**src/rtl/cpu_pkg.sv**
```systemverilog
// Shared cpu/loader definitions: data width, memory depth, HLT fill value,
// loader state encoding and cpu opcodes.
package cpu_pkg;

    localparam int unsigned WIDTH = 8;
    localparam int unsigned DEPTH = 16;

    typedef logic [WIDTH-1:0] DEFAULT_TYPE;

    localparam DEFAULT_TYPE HLT_FILL = 8'hF0;

    typedef enum logic {
        LOAD,
        RUN
    } LOADER_STATE_TYPE;

    typedef enum logic [WIDTH-1:0] {
        HLT = 8'hF0
    } OPCODE_TYPE;

endpackage

```
**src/rtl/program_ram.sv**
```systemverilog
// Program memory: flop array with synchronous write, single-cycle clear to FILL
// and a zero-latency range-checked read port.
module program_ram
    import cpu_pkg::*;
#(
    parameter int unsigned WIDTH = cpu_pkg::WIDTH,
    parameter int unsigned DEPTH = cpu_pkg::DEPTH,
    parameter logic [WIDTH-1:0] FILL = HLT_FILL,
    localparam int unsigned AW = $clog2(DEPTH)
) (
    input  logic             clk_i,
    input  logic             clear_i,
    input  logic             we_i,
    input  logic [AW-1:0]    waddr_i,
    input  logic [WIDTH-1:0] wdata_i,
    input  logic [WIDTH-1:0] raddr_i,
    output logic [WIDTH-1:0] rdata_o
);

    localparam logic [WIDTH:0] DepthW = (WIDTH + 1)'(DEPTH);

    logic [WIDTH-1:0] mem_q [DEPTH];

    always_ff @(posedge clk_i) begin
        if (clear_i) begin
            for (int i = 0; i < int'(DEPTH); i++) begin
                mem_q[i] <= FILL;
            end
        end else if (we_i) begin
            mem_q[waddr_i] <= wdata_i;
        end
    end

    // Addresses past the end read as HLT so a runaway cpu stops.
    always_comb begin
        rdata_o = FILL;
        if ({1'b0, raddr_i} < DepthW) begin
            rdata_o = mem_q[raddr_i[AW-1:0]];
        end
    end

endmodule

```
**src/rtl/program_loader.sv**
```systemverilog
// Streams a program into program memory over valid/ready, holds the cpu in
// reset while loading and releases it once the last byte lands.
module program_loader
    import cpu_pkg::*;
#(
    parameter int unsigned WIDTH = cpu_pkg::WIDTH,
    parameter int unsigned DEPTH = cpu_pkg::DEPTH,
    parameter logic [WIDTH-1:0] FILL = HLT_FILL,
    localparam int unsigned AW = $clog2(DEPTH),
    localparam int unsigned CW = $clog2(DEPTH) + 1
) (
    input  logic             CLOCK,
    input  logic             RESET,
    input  logic             LOAD_VALID,
    input  logic [WIDTH-1:0] LOAD_DATA,
    input  logic             LOAD_LAST,
    output logic             LOAD_READY,
    input  logic             RESTART,
    input  logic [WIDTH-1:0] ip,
    output logic [WIDTH-1:0] memory_ip,
    output logic             CPU_RESET,
    output logic [CW-1:0]    LOAD_COUNT
);

    localparam logic [CW-1:0] LastIdx = CW'(DEPTH - 1);

    LOADER_STATE_TYPE state_q;
    logic [CW-1:0]    count_q;
    logic             cpu_reset_q;
    logic             transfer;
    logic             last_byte;
    logic             clear;

    assign LOAD_READY = (state_q == LOAD);
    assign clear      = RESET | RESTART;
    // RESTART wins over a same-cycle transfer.
    assign transfer   = LOAD_VALID & LOAD_READY & ~RESTART;
    assign last_byte  = LOAD_LAST | (count_q == LastIdx);

    always_ff @(posedge CLOCK) begin
        if (clear) begin
            state_q     <= LOAD;
            count_q     <= '0;
            cpu_reset_q <= 1'b1;
        end else if (transfer) begin
            count_q <= count_q + 1'b1;
            if (last_byte) begin
                state_q     <= RUN;
                cpu_reset_q <= 1'b0;
            end
        end
    end

    assign CPU_RESET  = cpu_reset_q;
    assign LOAD_COUNT = count_q;

    program_ram #(
        .WIDTH (WIDTH),
        .DEPTH (DEPTH),
        .FILL  (FILL)
    ) u_ram (
        .clk_i   (CLOCK),
        .clear_i (clear),
        .we_i    (transfer),
        .waddr_i (count_q[AW-1:0]),
        .wdata_i (LOAD_DATA),
        .raddr_i (ip),
        .rdata_o (memory_ip)
    );

endmodule
```
**config.mk**
```make
export PLATFORM = sky130hd
export DESIGN_NAME = program_loader
export DESIGN_NICKNAME = d
export VERILOG_FILES = /design/src/rtl/cpu_pkg.sv /design/src/rtl/program_ram.sv /design/src/rtl/program_loader.sv
export SDC_FILE = /design/constraint.sdc
export NUM_CORES = 1
export LEC_CHECK = 0
export BUFFER_PORTS_ARGS = -buffer_cell sky130_fd_sc_hd__buf_2
export CAP_MARGIN = 10
export CORE_UTILIZATION = 50
export DETAILED_ROUTE_END_ITERATION = 16
export PLACE_DENSITY = 0.7
export SLEW_MARGIN = 20
export SYNTH_ARGS = -nofsm -noshare
export SYNTH_HDL_FRONTEND = slang
export SYNTH_SLANG_ARGS = --single-unit
```
**constraint.sdc**
```tcl
create_clock -name CLOCK -period 1.95 [get_ports CLOCK]
set_clock_uncertainty 0.05 [all_clocks]
set_input_delay 0.0975 -clock CLOCK [delete_from_list [all_inputs] [get_ports CLOCK]]
set_output_delay 0.0975 -clock CLOCK [all_outputs]
set_load 0.02 [all_outputs]
```
==> results of run 1 <==
## how the worst min path moves through the flow
| stage | end | slack [ns] | depth (start not counted) |
|---|---|---|---|
| floorplan | u_ram.mem_q[10][4]$_SDFFCE_PN1P_ | 0.22 | 1 |
| global placement | CPU_RESET$_SDFFE_PP1P_ | 0.38 | 1 |
| detailed placement | state_q$_SDFFE_PP0P_ | 0.38 | 3 |
| CTS | LOAD_COUNT[2]$_SDFFE_PP0P_ | 0.06 | 4 |
| global route | LOAD_COUNT[2]$_SDFFE_PP0P_ | 0.08 | 4 |
| finish | LOAD_COUNT[2]$_SDFFE_PP0P_ | 0.07 | 4 |
## critical path, stage by stage (launching register included)
cell	delay [ns]
edfxtp_1	0.39
mux4_2	0.54
a22oi_2	0.16
nand4_1	0.16
buf_4	0.20
## power groups by stage
| stage | clock, mW | sequential, mW | combinational, mW |
|---|---|---|---|
| final | 3.31 | 3.25 | 0.399 |
| after global routing | 3.43 | 3.26 | 0.429 |
| after CTS | 3.33 | 3.25 | 0.395 |
| after detailed placement | 0 | 3.31 | 0.386 |
| after global placement | 0 | 3.31 | 0.378 |
| after floorplan | 0 | 3.30 | 0.258 |
## state kept, by name, indices dropped and copies added, names as in the netlist
register     count
LOAD_COUNT       5
CPU_RESET        1
state_q          1
u_ram.mem_q    128
## cells in the mapped netlist, types with 5 or more instances
master,instances,area (um^2)
edfxtp_1,128,3840
nor2_1,64,240
nand2b_1,50,313
mux4_2,28,631
nand2_1,24,90.1
or2_1,16,100
clkbuf_1,13,48.8
and3_1,11,68.8
nand3_4,11,193
inv_1,9,33.8
a22oi_1,8,60.1
mux2_2,8,90.1
dfxtp_1,7,140
ha_1,6,75.1
mux2i_1,6,60.1
buf_6,5,56.3
## kinds of logic (layout without fill, tap and decap cells)
family	count (synthesis)	in the layout	share of synthesized area, %
compound gates	21	21	2.15
xor+xnor	1	1	0.135
fa+ha+maj	6	6	1.16
buf+inv	34	98	2.94
flops	135	135	61.6
mux	42	42	12.1
simple gates	208	208	20.0
## final cells by class
class                           instances  area share, %
Tap cell                              172           2.84
Inverter                                9          0.446
Multi-Input combinational cell        278           30.9
Clock buffer                           17           5.61
Sequential cell                       135           52.6
Clock inverter                         15           2.43
Timing Repair Buffer                   57           5.18
## cells in the final DEF (no fill, tap or decap), types with 4 or more instances in the layout
master	n
a21oi_1	4
a22oi_1	4
a22oi_2	4
and3_1	11
buf_2	30
buf_4	23
bufinv_16	4
clkbuf_16	17
clkinv_2	4
dfxtp_1	7
edfxtp_1	128
ha_1	6
inv_1	9
mux2_2	8
mux4_2	28
nand2_1	19
nand2_2	5
nand2b_1	50
nand3_4	11
nand4_1	4
nor2_1	64
nor4_1	4
or2_1	16
## metrics by stage
stage	util (%)	area, um^2	worst slack, ns
floorplan	-	6470	0.0599
global route	60.1	7580	-0.105
finish	60.1	7580	-0.0618
global placement	54.7	6900	0.0599
detailed placement	54.7	6900	-0.00596
CTS	59.8	7550	-0.0655
## layer usage
layer / wire length [um] / up-vias / track usage [%]
met5: 0 / - / 0
li1: - / 1771 / -
met3: 1110 / 25 / 4.97
met2: 7010 / 193 / 37.6
met1: 6050 / 1969 / 32.3
met4: 368 / 0 / 9.66
## timing repair
| action | CTS | global route |
|---|---|---|
| pin swaps | 7 | 3 |
| hold endpoints to repair | 1 | 0 |
| endpoints found under the setup margin | 13 | 39 |
| hold buffers | 1 | 0 |
| gates resized for setup | 9 | 9 |
==> metrics.txt, run 1 <==
vias in the first global route 3928; Hold WS 0.0729 ns; worst r2r dst u_ram.mem_q[13][7]$_SDFFCE_PN1P_; Hold Crit Start RESTART; DR vias/cell slightly below 6; Clock Latency Late Sink 0.42 ns; worst r2r src state_q$_SDFFE_PP0P_; final period utilization 103%; post-CTS setup buffer count 0; setup total negative slack -0.188 ns; unrepaired setup endpoints after global routing true; synthesized net count 474; area taken by multi-input logic gates 2340 um^2; core area approximately 13000 um^2; Placed Instances 650; Sequential Power Share 46.7%; CTS tree yes; Layout Area Growth over Synthesis 17.1%; Initial Util 51.3%; Tightest Hold Check Type input pin to flip-flop; Clk pwr share 47.5%; reg2reg path depth 4; Primary FF master, synth edfxtp_1; TritonRoute pass-1 iters 5; Synth warnings 0; per-cell routed wire length between 20 and 25 um; nets@finish 525; Int Power around 5.5 mW; Yosys reg bits 135; sequential area share after synthesis roughly three fifths; outcome complete, but fails checks; Arrival @ worst endpoint 1.86 ns; Least-Margin Pin Slew between 0.6 and 0.7 ns; gr usage total a little under a quarter; CTS H-Tree Depth 4; Clock transition at path regs 0.06 ns; switching power total between 1 and 1.5 mW; relative slew slack 53.4%; fill count 988; fin. max-slew vios 0; CP max FO 1; register area 3980 um^2; Final Power 6.96 mW; post-route ant nets 0; placer congestion estimate 0.799; Yosys cell types 46; Post-synth EDFFs 128; flop-to-flop setup slack 0.05 ns; Sinks on Clock Net roughly 140; Synth Area per Inst between 10 and 15 um^2; antenna cells 0; drc violations 0; PD cells 918 nW/um^2; P_leak 2.52 nW; initial antenna violation count 0; die area 13400 um^2; grt total ovfl 0; VDD IR max 0.000445 V; fin worst setup slack -0.0618 ns; highest clock rate about 0.50 GHz; Gate power share 5.7%; final setup vio count 4; Vias 3958; CP Capture Point memory_ip[6]; clk buf depth 2; CTS root buf clkbuf_16; first-pass GRT wire length between 20000 and 25000 um; CP required 1.80 ns; Die Span X 116 um; final hold vios 0; Async SR Flop Fraction 0%; IO Port Bufs 35; Non-Filler Instances 683; failing checks setup timing; worst setup path startpoint u_ram.mem_q[15][6]$_SDFFCE_PN1P_; final HPWL from detailed placement between 9000 and 10000 um; CTS Buf Count 17; CP Capture Type primary output; pin count of the biggest net entering global routing 37; switching share of power 21.1%; num ports 36; synthesized cell area 6470 um^2; Setup CP Type flip-flop to primary output; Max-Cap Viols 0; Startpoint Class flip-flop; Post-Syn Instances 447; total wire length 14500 um; share of cells above drive strength 1 around 30%; final worst path period need 2.01 ns; Detailed Route Iter0 Violations between 400 and 500; Die Y roughly 120 um; # rows 41
Power figures use the tool's default switching activity.
==> inputs of run 2 (changes only) <==
--- a/config.mk
+++ b/config.mk
@@ -6,10 +6,11 @@
 export NUM_CORES = 1
 export LEC_CHECK = 0
 export BUFFER_PORTS_ARGS = -buffer_cell sky130_fd_sc_hd__buf_2
-export CAP_MARGIN = 10
+export CAP_MARGIN = 40
 export CORE_UTILIZATION = 50
 export DETAILED_ROUTE_END_ITERATION = 16
 export PLACE_DENSITY = 0.7
+export SKIP_CTS_REPAIR_TIMING = 1
 export SLEW_MARGIN = 20
 export SYNTH_ARGS = -nofsm -noshare
 export SYNTH_HDL_FRONTEND = slang
==> run 2 against run 1 <==
Net effect: the run ends with hold timing, setup timing left; first-iteration DRC count shrank 2.0%; global-route usage shrank 0.058 points; power is essentially flat; cell area is essentially flat; flip-flop and latch count is the same; via count shrank 0.86%; routed wire length is essentially flat; non-clock buffer count shrank 1; cell count shrank 0.15%; largest power group unchanged.
==> metrics.txt, run 2 (synthesized netlist as in run 1, its figures left out) <==
Clock Latency Late Sink 0.41 ns (was 0.42 ns); relative slew slack 53.5% (was 53.4%); pin count of the biggest net entering global routing 37 (unchanged); post-route ant nets 0 (unchanged); DP Area 6900 um^2 (unchanged); Clock transition at path regs 0.06 ns (about the same); GR Util met2 37.0% (was 37.6%); Initial Util 51.3% (unchanged); commonest cells after routing, fill and taps aside edfxtp_1 (128), nor2_1 (64), nand2b_1 (50) (unchanged); unrepaired setup endpoints after global routing true (unchanged); vias in the first global route 3939 (was 3928); share of cells above drive strength 1 30.0% (was 29.9%); grt total ovfl 0 (unchanged); die area 13400 um^2 (unchanged); Arrival @ worst endpoint 1.85 ns (was 1.86 ns); Tightest Hold Check Type input pin to flip-flop (unchanged); P_leak 2.52 nW (about the same); drc violations 0 (unchanged); worst path buffer plus inverter count 1 (unchanged); initial antenna violation count 0 (unchanged); dpl ws -0.00596 ns (unchanged); first-pass GRT wire length 22200 um (was 22300 um); Layout Area Growth over Synthesis 17.1% (about the same); clk buf depth 2 (unchanged); routing usage on met1 32.1% (was 32.3%); met3 Usage GRT 5.07% (was 4.97%); Cell Chain, Critical Path mux4_2, a22oi_2, nand4_1, buf_6 (was mux4_2, a22oi_2, nand4_1, buf_4); commonest non-fill, non-tap cell in the layout edfxtp_1 (unchanged); CTS tree yes (unchanged); CP Capture Type primary output (unchanged); Top delay family on crit path multiplexers (unchanged); per-cell routed wire length 21.3 um (about the same); DR vias/cell 5.75 (was 5.80); Die Y 116 um (unchanged); final worst path period need 2.00 ns (was 2.01 ns); Most flops, register u_ram.mem_q (unchanged); CTS root buf clkbuf_16 (unchanged); post-route cell area 7580 um^2 (about the same); Die Span X 116 um (unchanged); Setup CP Type flip-flop to primary output (unchanged); Final Power 6.96 mW (about the same); final setup vio count 4 (unchanged); Vias 3924 (was 3958); final HPWL from detailed placement 9840 um (unchanged); Max-Cap Viols 0 (unchanged); PD cells 918 nW/um^2 (about the same); fin. max-slew vios 0 (unchanged); CP max FO 1 (unchanged); nets@finish 524 (was 525); GRT Max-Usage Layer met2 (unchanged); highest clock rate 0.501 GHz (was 0.497 GHz); total wire length 14500 um (about the same); IO Port Bufs 35 (unchanged); CP required 1.80 ns (about the same); outcome complete, but fails checks (unchanged); final hold vios 1 (was 0); final period utilization 102% (was 103%); Max stage delay on crit path 0.54 ns (about the same); placer congestion estimate 0.799 (unchanged); Slowest-stage cell, CP mux4_2 (unchanged); max reg flops 128 (unchanged); Sinks on Clock Net 135 (unchanged); # rows 41 (unchanged); Startpoint Class flip-flop (unchanged); fin worst setup slack -0.0470 ns (was -0.0618 ns); Hold WS -0.0325 ns (was 0.0729 ns); failing checks hold timing, setup timing (was setup timing); antenna cells 0 (unchanged); Detailed Route Iter0 Violations 431 (was 440); Least-Margin Pin Slew 0.697 ns (was 0.699 ns); num ports 36 (unchanged); VDD IR max 0.000467 V (was 0.000445 V); gr usage total 23.7% (was 23.8%); setup total negative slack -0.157 ns (was -0.188 ns); CTS H-Tree Depth 4 (unchanged); TritonRoute pass-1 iters 5 (unchanged); CTS Buf Count 17 (unchanged); core area 12600 um^2 (unchanged)
## run 2: layout make-up
type | instances | area [um^2]
Sequential cell | 135 | 3980
Timing Repair Buffer | 56 | 394
Clock buffer | 17 | 425
Tap cell | 172 | 215
Clock inverter | 15 | 184
Fill cell | 985 | 5040
Multi-Input combinational cell | 278 | 2340
Inverter | 9 | 33.8
## run 2: worst min-delay path: cells and delay by family
family / cells / cell delay (ns)
AOI/OAI and AO/OA: 2 / 0.23
buffers and inverters: 1 / 0.07
## run 2: worst paths after layout
path                                         start  cells past startpoint                               to  slack [ns]
setup / recovery  u_ram.mem_q[15][6]$_SDFFCE_PN1P_                      4                     memory_ip[6]       -0.05
hold / removal                           LOAD_LAST                      3             state_q$_SDFFE_PP0P_       -0.03
setup reg to reg              state_q$_SDFFE_PP0P_                      4  u_ram.mem_q[3][7]$_SDFFCE_PN1P_        0.07
hold reg to reg             CPU_RESET$_SDFFE_PP1P_                      1           CPU_RESET$_SDFFE_PP1P_        0.40
## run 2: per-layer routing
metal  up-vias  part of all wire [%]
met5         -                     0
met4         0                   2.5
met3        22                   6.9
met2       187                    48
met1      1950                    42
li1       1765                     -
## run 2: power by group
| group | internal (mW) | switching, mW |
|---|---|---|
| Combinational | 0.149 | 0.250 |
| Sequential | 3.23 | 0.0262 |
| Clock | 2.12 | 1.19 |
| Total | 5.49 | 1.47 |
## run 2: per-stage QoR
| stage | cells | utilization (%) | hold slack, ns |
|---|---|---|---|
| global placement | 650 | 54.7 | 0.381 |
| floorplan | 447 | - | 0.223 |
| CTS | 682 | 59.5 | -0.0468 |
| global route | 682 | 60.1 | 0.0416 |
| detailed placement | 650 | 54.7 | 0.383 |
| finish | 682 | 60.1 | -0.0325 |
==> inputs of run 3 (changes only) <==
--- a/config.mk
+++ b/config.mk
@@ -5,11 +5,14 @@
 export SDC_FILE = /design/constraint.sdc
 export NUM_CORES = 1
 export LEC_CHECK = 0
+export ABC_CLOCK_PERIOD_IN_PS = 1950
 export BUFFER_PORTS_ARGS = -buffer_cell sky130_fd_sc_hd__buf_2
 export CAP_MARGIN = 40
-export CORE_UTILIZATION = 50
+export CELL_PAD_IN_SITES_DETAIL_PLACEMENT = 1
+export CELL_PAD_IN_SITES_GLOBAL_PLACEMENT = 1
+export CORE_UTILIZATION = 46
 export DETAILED_ROUTE_END_ITERATION = 16
-export PLACE_DENSITY = 0.7
+export PLACE_DENSITY = 0.75
 export SKIP_CTS_REPAIR_TIMING = 1
 export SLEW_MARGIN = 20
 export SYNTH_ARGS = -nofsm -noshare
==> run 3 against run 2 <==
Net effect: the run still ends with hold timing, setup timing left; largest cell class unchanged; clock-buffer cell count is 3 higher; setup slack better by 0.014 ns; clock power is 8.8% lower; utilization is 4.0 points lower; sequential share of layout area is 0.061 points higher; power is 3.9% lower; flip-flop and latch count stayed put; via count is 1.4% lower; first-iteration DRC count is 39% lower; largest power group is now sequential cells.
==> metrics.txt, run 3 (synthesized netlist as in run 1, its figures left out) <==
outcome complete, but fails checks (unchanged); failing checks hold timing, setup timing (unchanged); final period utilization 102% (about the same); Clock transition at path regs 0.05 ns (was 0.06 ns); Layout Area Growth over Synthesis 17.0% (was 17.1%); Int Power 5.23 mW (was 5.49 mW); metal2 WL 8220 um (was 7020 um); Clock Latency Late Sink 0.42 ns (was 0.41 ns); switching power total 1.46 mW (was 1.47 mW); Max-Cap Viols 0 (unchanged); PD cells 883 nW/um^2 (was 918 nW/um^2); commonest non-fill, non-tap cell in the layout edfxtp_1 (unchanged); worst r2r dst u_ram.mem_q[10][6]$_SDFFCE_PN1P_ (was u_ram.mem_q[3][7]$_SDFFCE_PN1P_); Core Util, Final 56.1% (was 60.1%); unrepaired setup endpoints after global routing true (unchanged); fin worst setup slack -0.0326 ns (was -0.0470 ns); placer congestion estimate 0.735 (was 0.799); relative slew slack 53.0% (was 53.5%); final setup vio count 4 (unchanged); Die Y 121 um (was 116 um); total wire length 15900 um (was 14500 um); initial antenna violation count 0 (unchanged); Clk pwr share 45.1% (was 47.6%); worst r2r src state_q$_SDFFE_PP0P_ (unchanged); Gate power share 6.3% (was 5.7%); wire length on met1 6530 um (was 6150 um); final worst path period need 1.98 ns (was 2.00 ns); setup total negative slack -0.0660 ns (was -0.157 ns); P_leak 2.50 nW (was 2.52 nW); Startpoint Class flip-flop (unchanged); Tightest Hold Check Type input pin to flip-flop (unchanged); antenna cells 0 (unchanged); clk buf depth 2 (unchanged); CP required 1.80 ns (about the same); CP Capture Type primary output (unchanged); # rows 42 (was 41); CTS Buf Count 17 (unchanged); CP max FO 1 (unchanged); Hold Crit Start LOAD_LAST (unchanged); first-pass GRT wire length 24800 um (was 22200 um); TritonRoute pass-1 iters 4 (was 5); flop-to-flop setup slack 0.10 ns (was 0.07 ns); Vias 3870 (was 3924); post-route ant nets 0 (unchanged); DR vias/cell 5.65 (was 5.75); fin. max-slew vios 0 (unchanged); VDD IR max 0.000914 V (was 0.000467 V); Sinks on Clock Net 135 (unchanged); Least-Margin Pin Slew 0.705 ns (was 0.697 ns); Final Power 6.69 mW (was 6.96 mW); vias in the first global route 4173 (was 3939); drc violations 0 (unchanged); Initial Util 47.9% (was 51.3%); max reg flops 128 (unchanged); Arrival @ worst endpoint 1.84 ns (was 1.85 ns); Hold Crit Endpoint state_q$_SDFFE_PP0P_ (unchanged); Setup CP Type flip-flop to primary output (unchanged); final HPWL from detailed placement 11100 um (was 9840 um); pin count of the biggest net entering global routing 37 (unchanged); CTS tree yes (unchanged); IO Port Bufs 35 (unchanged); reg2reg path depth 4 (unchanged); per-cell routed wire length 23.2 um (was 21.3 um); worst hold path stage count 3 (unchanged); CTS H-Tree Depth 4 (unchanged); Most flops, register u_ram.mem_q (unchanged); commonest cells after routing, fill and taps aside edfxtp_1 (128), nor2_1 (64), nand2b_1 (50) (unchanged); met3 wire len 918 um (was 999 um); grt total ovfl 0 (unchanged); highest clock rate 0.504 GHz (was 0.501 GHz); gr usage total 24.3% (was 23.7%); Detailed Route Iter0 Violations 261 (was 431); CTS root buf clkbuf_16 (unchanged); final hold vios 1 (unchanged); Hold WS -0.00734 ns (was -0.0325 ns); switching share of power 21.8% (was 21.1%); Die Span X 121 um (was 116 um); num ports 36 (unchanged); top sig layer met4 (unchanged); die area 14500 um^2 (was 13400 um^2); nets@finish 523 (was 524); share of cells above drive strength 1 28.9% (was 30.0%); Sequential Power Share 48.6% (was 46.7%); core area 13500 um^2 (was 12600 um^2)
[run 3: changes by cell type in the layout (fill, tap and decap cells not counted), moves of 3 or more]
cell      previous run  this run
nand2_1             19        22
clkbuf_1             0         3
mux2i_4              0         3
o22ai_2              0         3
o22ai_1              3         0
mux2i_2              3         0
nand2_2              5         2
[run 3: cell type report]
type,instances,area [um^2]
inverter,9,33.8
timing repair buffer,55,399
clock inverter,12,110
sequential,135,3980
fill,1310,5930
clock buffer,20,437
tap,176,220
multi-input combinational,278,2390
[run 3: critical path, stage by stage, from the launching register on]
cell and delay (ns):
edfxtp_1 0.40, mux4_2 0.53, a22oi_2 0.21, nand4_1 0.11
buf_4 0.17
[run 3: metal layers]
metal  global-route usage (%)  up-vias
met5                        0        -
met4                     7.33        0
met3                     5.52       13
met2                     41.3      104
met1                     30.9     1992
li1                         -     1761
[run 3: how the worst max path moves through the flow]
stage                                     start                          endpoint  slack (ns)
2_1_floorplan        LOAD_COUNT[2]$_SDFFE_PP0P_   u_ram.mem_q[5][0]$_SDFFCE_PN0P_        0.06
3_3_place_gp               state_q$_SDFFE_PP0P_  u_ram.mem_q[11][3]$_SDFFCE_PN0P_        0.15
3_5_place_dp               state_q$_SDFFE_PP0P_  u_ram.mem_q[12][7]$_SDFFCE_PN1P_        0.09
4_1_cts         u_ram.mem_q[7][7]$_SDFFCE_PN1P_                      memory_ip[7]       -0.15
5_1_grt        u_ram.mem_q[12][4]$_SDFFCE_PN1P_                      memory_ip[4]       -0.09
6_report        u_ram.mem_q[7][7]$_SDFFCE_PN1P_                      memory_ip[7]       -0.03
[run 3: through the flow]
step	worst slack, ns	std cells	hold WS (ns)	area (um^2)
after floorplan	0.0599	447	0.223	6470
after global placement	0.146	653	0.387	6910
after detailed placement	0.0939	653	0.390	6910
after CTS	-0.153	685	-0.0123	7460
after global routing	-0.0924	685	0.0683	7570
final	-0.0326	685	-0.00734	7570
[run 3: power by group through the flow]
stage	combinational, mW	clock, mW	sequential (mW)
after global placement	0.384	0	3.31
after global routing	0.451	3.16	3.26
final	0.421	3.02	3.25
after CTS	0.402	3.06	3.25
after detailed placement	0.398	0	3.31
after floorplan	0.258	0	3.30
